`src/rtl/hilo_muldiv_unit.sv`:
```
// Iterative HI/LO multiply/divide unit: shift-add multiply and restoring divide, one bit
// per cycle, with a pipeline stall request and flush cancel.
module hilo_muldiv_unit #(
  parameter int DATA_WIDTH     = 32,
  parameter bit EARLY_ZERO_DIV = 1'b1
) (
  input  logic                  clk,
  input  logic                  rst,
  input  logic                  start,
  input  logic [1:0]            op,
  input  logic [DATA_WIDTH-1:0] src_a,
  input  logic [DATA_WIDTH-1:0] src_b,
  input  logic                  cancel,
  output logic                  busy,
  output logic                  stall_req,
  output logic                  done,
  output logic                  we_hi,
  output logic                  we_lo,
  output logic [DATA_WIDTH-1:0] hi_out,
  output logic [DATA_WIDTH-1:0] lo_out,
  output logic                  div_by_zero
);

  localparam int W     = DATA_WIDTH;
  localparam int CNT_W = (W > 1) ? $clog2(W) : 1;

  typedef enum logic [1:0] {
    ST_IDLE = 2'd0,
    ST_CALC = 2'd1,
    ST_FIX  = 2'd2,
    ST_DONE = 2'd3
  } state_t;

  function automatic logic [W-1:0] neg_if(input logic [W-1:0] x, input logic neg);
    return neg ? -x : x;
  endfunction

  function automatic logic [2*W-1:0] neg2_if(input logic [2*W-1:0] x, input logic neg);
    return neg ? -x : x;
  endfunction

  state_t           state_r, state_nx_s;
  logic [CNT_W-1:0] cnt_r;
  logic [2*W-1:0]   acc_r;
  logic [W-1:0]     rem_r;
  logic [W-1:0]     opnd_r;
  logic             op_div_r, sign_a_r, sign_b_r, zero_div_r;
  logic             busy_r, done_r, dbz_r;
  logic [W-1:0]     hi_r, lo_r;

  logic             accept_s, in_sign_a_s, in_sign_b_s, in_zero_div_s;
  logic [W-1:0]     mag_a_s, mag_b_s;
  logic [W:0]       mul_sum_s;
  logic [2*W-1:0]   mul_nx_s;
  logic [W:0]       div_trial_s, div_diff_s;
  logic             div_ge_s;
  logic [W-1:0]     div_rem_nx_s, div_q_nx_s;
  logic [2*W-1:0]   prod_fix_s;
  logic [W-1:0]     fix_hi_s, fix_lo_s;

  assign accept_s      = (state_r == ST_IDLE) && start && !cancel;
  assign in_sign_a_s   = !op[0] && src_a[W-1];
  assign in_sign_b_s   = !op[0] && src_b[W-1];
  assign in_zero_div_s = op[1] && (src_b == {W{1'b0}});
  // |MIN_INT| wraps back to the same bit pattern, which reads correctly as unsigned 2^(W-1)
  assign mag_a_s       = neg_if(src_a, in_sign_a_s);
  assign mag_b_s       = neg_if(src_b, in_sign_b_s);

  // Shift-add step: conditionally add multiplicand to the upper half, shift right by one
  assign mul_sum_s = {1'b0, acc_r[2*W-1:W]} + (acc_r[0] ? {1'b0, opnd_r} : {(W+1){1'b0}});
  assign mul_nx_s  = {mul_sum_s, acc_r[W-1:1]};

  // Restoring step; the remainder stays below the divisor, so the W+1-bit borrow is exact
  assign div_trial_s  = {rem_r, acc_r[W-1]};
  assign div_diff_s   = div_trial_s - {1'b0, opnd_r};
  assign div_ge_s     = !div_diff_s[W];
  assign div_rem_nx_s = div_ge_s ? div_diff_s[W-1:0] : div_trial_s[W-1:0];
  assign div_q_nx_s   = {acc_r[W-2:0], div_ge_s};

  // Next-state logic
  always_comb begin
    state_nx_s = state_r;
    case (state_r)
      ST_IDLE: begin
        if (!accept_s) begin
          state_nx_s = ST_IDLE;
        end else if (in_zero_div_s && EARLY_ZERO_DIV) begin
          state_nx_s = ST_FIX;
        end else begin
          state_nx_s = ST_CALC;
        end
      end
      ST_CALC: begin
        if (cancel) begin
          state_nx_s = ST_IDLE;
        end else if (cnt_r == {CNT_W{1'b0}}) begin
          state_nx_s = ST_FIX;
        end else begin
          state_nx_s = ST_CALC;
        end
      end
      ST_FIX: begin
        if (cancel) begin
          state_nx_s = ST_IDLE;
        end else begin
          state_nx_s = ST_DONE;
        end
      end
      ST_DONE: state_nx_s = ST_IDLE;
      default: state_nx_s = ST_IDLE;
    endcase
  end

  // Sign correction of the magnitude results; zero divide returns the dividend as given
  always_comb begin
    prod_fix_s = neg2_if(acc_r, sign_a_r ^ sign_b_r);
    fix_hi_s   = {W{1'b0}};
    fix_lo_s   = {W{1'b0}};
    if (!op_div_r) begin
      fix_hi_s = prod_fix_s[2*W-1:W];
      fix_lo_s = prod_fix_s[W-1:0];
    end else if (zero_div_r) begin
      fix_hi_s = neg_if(rem_r, sign_a_r);
      fix_lo_s = {W{1'b1}};
    end else begin
      fix_hi_s = neg_if(rem_r, sign_a_r);
      fix_lo_s = neg_if(acc_r[W-1:0], sign_a_r ^ sign_b_r);
    end
  end

  // State register and registered status outputs
  always_ff @(posedge clk or negedge rst) begin
    if (!rst) begin
      state_r <= ST_IDLE;
      busy_r  <= 1'b0;
      done_r  <= 1'b0;
      dbz_r   <= 1'b0;
    end else begin
      state_r <= state_nx_s;
      busy_r  <= (state_nx_s == ST_CALC) || (state_nx_s == ST_FIX);
      done_r  <= (state_nx_s == ST_DONE);
      dbz_r   <= (state_nx_s == ST_DONE) && zero_div_r;
    end
  end

  // Operand capture, per-cycle arithmetic step and result commit
  always_ff @(posedge clk or negedge rst) begin
    if (!rst) begin
      cnt_r      <= {CNT_W{1'b0}};
      acc_r      <= {(2*W){1'b0}};
      rem_r      <= {W{1'b0}};
      opnd_r     <= {W{1'b0}};
      op_div_r   <= 1'b0;
      sign_a_r   <= 1'b0;
      sign_b_r   <= 1'b0;
      zero_div_r <= 1'b0;
      hi_r       <= {W{1'b0}};
      lo_r       <= {W{1'b0}};
    end else begin
      case (state_r)
        ST_IDLE: begin
          if (accept_s) begin
            op_div_r   <= op[1];
            sign_a_r   <= in_sign_a_s;
            sign_b_r   <= in_sign_b_s;
            zero_div_r <= in_zero_div_s;
            cnt_r      <= CNT_W'(W - 1);
            if (op[1]) begin
              acc_r  <= {{W{1'b0}}, mag_a_s};
              opnd_r <= mag_b_s;
              // A skipped CALC leaves the dividend where a full zero-divide would have shifted it
              rem_r  <= (in_zero_div_s && EARLY_ZERO_DIV) ? mag_a_s : {W{1'b0}};
            end else begin
              acc_r  <= {{W{1'b0}}, mag_b_s};
              opnd_r <= mag_a_s;
              rem_r  <= {W{1'b0}};
            end
          end
        end
        ST_CALC: begin
          cnt_r <= cnt_r - CNT_W'(1'b1);
          if (op_div_r) begin
            acc_r <= {acc_r[2*W-1:W], div_q_nx_s};
            rem_r <= div_rem_nx_s;
          end else begin
            acc_r <= mul_nx_s;
          end
        end
        ST_FIX: begin
          if (!cancel) begin
            hi_r <= fix_hi_s;
            lo_r <= fix_lo_s;
          end
        end
        default: ;
      endcase
    end
  end

  assign busy        = busy_r;
  assign stall_req   = rst && (accept_s || busy_r);
  assign done        = done_r;
  assign we_hi       = done_r;
  assign we_lo       = done_r;
  assign div_by_zero = dbz_r;
  assign hi_out      = hi_r;
  assign lo_out      = lo_r;

endmodule

```
`config.mk`:
```
export PLATFORM = sky130hd
export DESIGN_NAME = hilo_muldiv_unit
export DESIGN_NICKNAME = d
export VERILOG_FILES = /design/src/rtl/hilo_muldiv_unit.sv
export SDC_FILE = /design/constraint.sdc
export NUM_CORES = 1
export LEC_CHECK = 0
export ABC_AREA = 1
export CORE_ASPECT_RATIO = 1.5
export CORE_MARGIN = 4
export CORE_UTILIZATION = 45
export DETAILED_ROUTE_END_ITERATION = 10
export GPL_ROUTABILITY_DRIVEN = 0
export GPL_TIMING_DRIVEN = 0
export SYNTH_ARGS = -nofsm -noshare
export SYNTH_HDL_FRONTEND = slang
export SYNTH_SLANG_ARGS = --single-unit
```
`constraint.sdc`:
```
create_clock -name clk -period 5.8 [get_ports clk]
set_input_delay 1.16 -clock clk [delete_from_list [all_inputs] [get_ports clk]]
set_output_delay 1.16 -clock clk [all_outputs]
set_load 0.01 [all_outputs]
```
==> key figures <==
Detailed routing
  – Initial DRT Pass Iterations: 7
  – Detailed-route via count: around 22000
  – Vias/cell: ~5.7
  – Residual DRC count: 0
  – Drt first-iter violations: between 2000 and 2500
  – DR WL/cell: around 22 um
  – Routed wire length: 85980 um
  – Routed Antenna Nets: 0

Synth
  – Complex-gate fraction of the synthesized area: between 15 and 20%
  – Post-Syn Instances: about 3100
  – Post-synthesis sequential area ratio: a little over a quarter
  – Synth Area in Adders: between 4 and 5%
  – Yosys warnings: 0
  – Number of flops mapped to enable cells by yosys: 0
  – Largest family of logic cells by synthesized area: simple AND/OR/NAND/NOR gates
  – Top_reg_cell synth: dfrtp_1
  – Post-Syn Nets: 3277
  – Synth cell types: 60
  – Average cell area after synthesis: just over 6 sq um
  – FFs w/ async S/R, synth: 100.0%
  – Synth Area in Simple Gates: about 37%
  – Post-synthesis mux area share: 0%
  – Seq cells post-synth: between 200 and 250
  – Post-synthesis xor/xnor area fraction: a little under 4%
  – Synthesized cell area: between 15000 and 20000 sq um

Placed design
  – HPWL after DPL: 70960 um
  – PortBufs: approximately 140
  – DP Area: about 22000 sq um

Die
  – Row count: 93
  – Core footprint: 42820 sq um
  – Total I/O pin count: 140
  – Die Area: 46630 sq um
  – Initial Utilization: 45.37%
  – Die Ht: approximately 260 um
  – Die X-Extent: roughly 180 um

Critical path
  – Flop2flop setup slack: 2.42 ns
  – Critical Path Fanout Max: 10
  – Worst Setup Start Kind: input pin
  – CP arrival: about 3.5 ns
  – Required time of the critical path: approximately 4.6 ns
  – Worst Setup End Kind: primary output
  – CP Class: input pin to primary output
  – Critical R2R Launch: acc_r[0]
  – R2R cell count: 15
  – Worst R2R End: acc_r[63]

Layout
  – Layout cell share with drive strength beyond 1: 4.758%
  – Post-route cell area: roughly 22000 sq um
  – N_diodes: 0
  – Final nets: between 3000 and 4000
  – Area growth, synth to finish: 15.42%
  – Fillers: ~4500

STA
  – Worst Max-Slew Pin Slew: 0.9302 ns
  – Skew final: approximately 0.018 ns
  – Unrepaired setup endpoints after global routing: false
  – Tmin final: approximately 4.6 ns
  – Relative slew slack: 37.99%
  – # setup viols final: 0
  – Final slew viol count: 0
  – Crit share post-route: 79.67%
  – Max Clk Rate: ~220 MHz
  – Final Hold Vio Count: 0
  – Fin Hold WS: about 0.48 ns

GRT
  – Met2 usage: about three fifths
  – First-pass GRT wire length: roughly 130000 um
  – Vias in the first global route: around 22000
  – Tot GR Track Use: 35.79%
  – GR peak layer: met2
  – GR Layer Usage met3: 6.145%
  – Initial antenna violation count: 1
  – Met1 usage: a little under two fifths
  – Grt ovf: 0
  – Largest net degree at the start of global routing: 120

Clock tree
  – Root Buffer: clkbuf_16
  – Clock Path Buffers: 3
  – CTS tree: done
  – Cts repair resizes: 0
  – Clk Latency, worst-skew pair: approximately 0.57 ns
  – Hold Buf Count CTS: 0
  – Clock sinks: around 210
  – Post-CTS setup buffers: 0
  – CTS H-tree lvls: 1
  – CTS Buf Count: 25
  – CTS clk-pin slew, worst paths: roughly 0.060 ns

Power
  – Power per standard cell area: 450.1 nW/um^2
  – Static Leak: roughly 11 nW
  – Max IR drop VDD: approximately 0.23 mV

Hold path
  – Hold path depth: 2
  – Min-Delay Endpoint: hi_out[30]
  – HP Start: hi_out[30]
  – Hold crit path type: register to register

Flow run
  – Max-Cap Viols: 0

Run status
  – Status: finished, final reports clean
where the power goes:
| group | internal [mW] | switching [mW] |
|---|---|---|
| combinational | 1.91 | 4.10 |
| clock | 0.958 | 0.716 |
| sequential | 1.79 | 0.614 |
| total | 4.66 | 5.43 |
placed cells by master (no fill, tap or decap), drive strengths merged, types with 9 or more instances in the layout:
cell,synthesis,final
buf,33,35
nor2,393,393
o221ai,25,25
a22oi,18,18
nand3b,14,14
clkdlybuf4s50,0,138
a2bb2oi,26,26
a221oi,27,27
nand4,36,36
a31oi,11,11
o211ai,23,23
inv,470,473
a21boi,13,13
nand2,925,925
o22ai,25,25
a21oi,179,179
dfrtp,206,206
ha,70,70
or2,21,21
clkbuf,62,95
xnor2,15,15
o21ai,149,149
xor2,71,71
o21bai,9,9
nor3,34,34
nand3,236,236
how the worst max path moves through the flow:
stage,from,to,slack [ns],cells past startpoint
detailed placement,cancel,stall_req,1.20,7
global route,cancel,stall_req,1.12,7
global placement,rst,busy,-5.54,1
floorplan,cancel,stall_req,2.73,5
CTS,cancel,stall_req,1.20,7
finish,cancel,stall_req,1.18,7
sequential cells by signal (all words and copies together) (netlist names):
register / cells
acc_r: 64
busy: 1
cnt_r: 5
div_by_zero: 1
done: 1
hi_out: 32
lo_out: 32
op_div_r: 1
opnd_r: 32
rem_r: 32
sign_a_r: 1
sign_b_r: 1
state_r: 2
zero_div_r: 1
cells by family (layout without fill, tap and decap cells):
kind of cell               after synthesis  count (layout)
AOI/OAI and AO/OA                      533             533
xor gates and xnor gates                86              86
adders and majority gates               72              72
buffers and inverters                  567             753
DFF                                    206             206
and+or+nand+nor                       1671            1671
cells in the mapped netlist (all sizes together), types with 9 or more instances:
library cell	count	area share, %
dfrtp	206	27
nand4	36	1.2
o22ai	25	0.80
xnor2	15	0.71
inv	470	9.1
clkbuf	62	1.2
o211ai	23	0.89
nand2	925	18
a22oi	18	0.70
buf	33	0.99
o221ai	25	1.1
nand3b	14	0.54
or2	21	0.68
a21oi	179	4.7
a31oi	11	0.35
nand3	236	6.3
o21ai	149	3.9
o21bai	9	0.35
nor3	34	0.93
a221oi	27	1.2
xor2	71	3.2
nor2	393	8.2
ha	70	4.5
a2bb2oi	26	1.2
a21boi	13	0.50
area by class of cell:
class                           count  area [sq um]  area share, %
Multi-Input combinational cell   2362         12080          53.86
Sequential cell                   206          5155          22.99
Inverter                          472          1772          7.901
Timing Repair Buffer              140          1424          6.350
Tap cell                          570         713.2          3.180
Clock buffer                       33         705.7          3.147
Buffer                             95         424.2          1.892
Clock inverter                     13         152.6         0.6807
critical path, cell delays in order:
cell,delay [ns]
clkdlybuf4s50_1,0.52
inv_1,0.12
nand3_1,0.11
inv_2,0.24
clkbuf_1,0.60
o21a_1,0.18
clkdlybuf4s50_1,0.52
routing by layer:
metal	routed length, um	up-vias	share of wire (%)
met3	6461	393	7.5
met5	9	-	0.010
met4	9037	2	11
met2	41270	1110	48
met1	29210	10190	34
li1	-	10500	-
stage by stage:
step / TNS [ns] / cells / power [mW] / util [%] / worst slack [ns]
2_1_floorplan: 0 / 3135 / 6.229 / - / 2.731
3_3_place_gp: -1140.31 / 3844 / 8.226 / 50.29 / -5.541
3_5_place_dp: 0 / 3845 / 8.273 / 50.36 / 1.203
4_1_cts: 0 / 3891 / 9.956 / 52.37 / 1.200
5_1_grt: 0 / 3891 / 10.81 / 52.37 / 1.123
6_report: 0 / 3891 / 10.09 / 52.37 / 1.179
No activity file was read; power rests on OpenSTA's default activity.
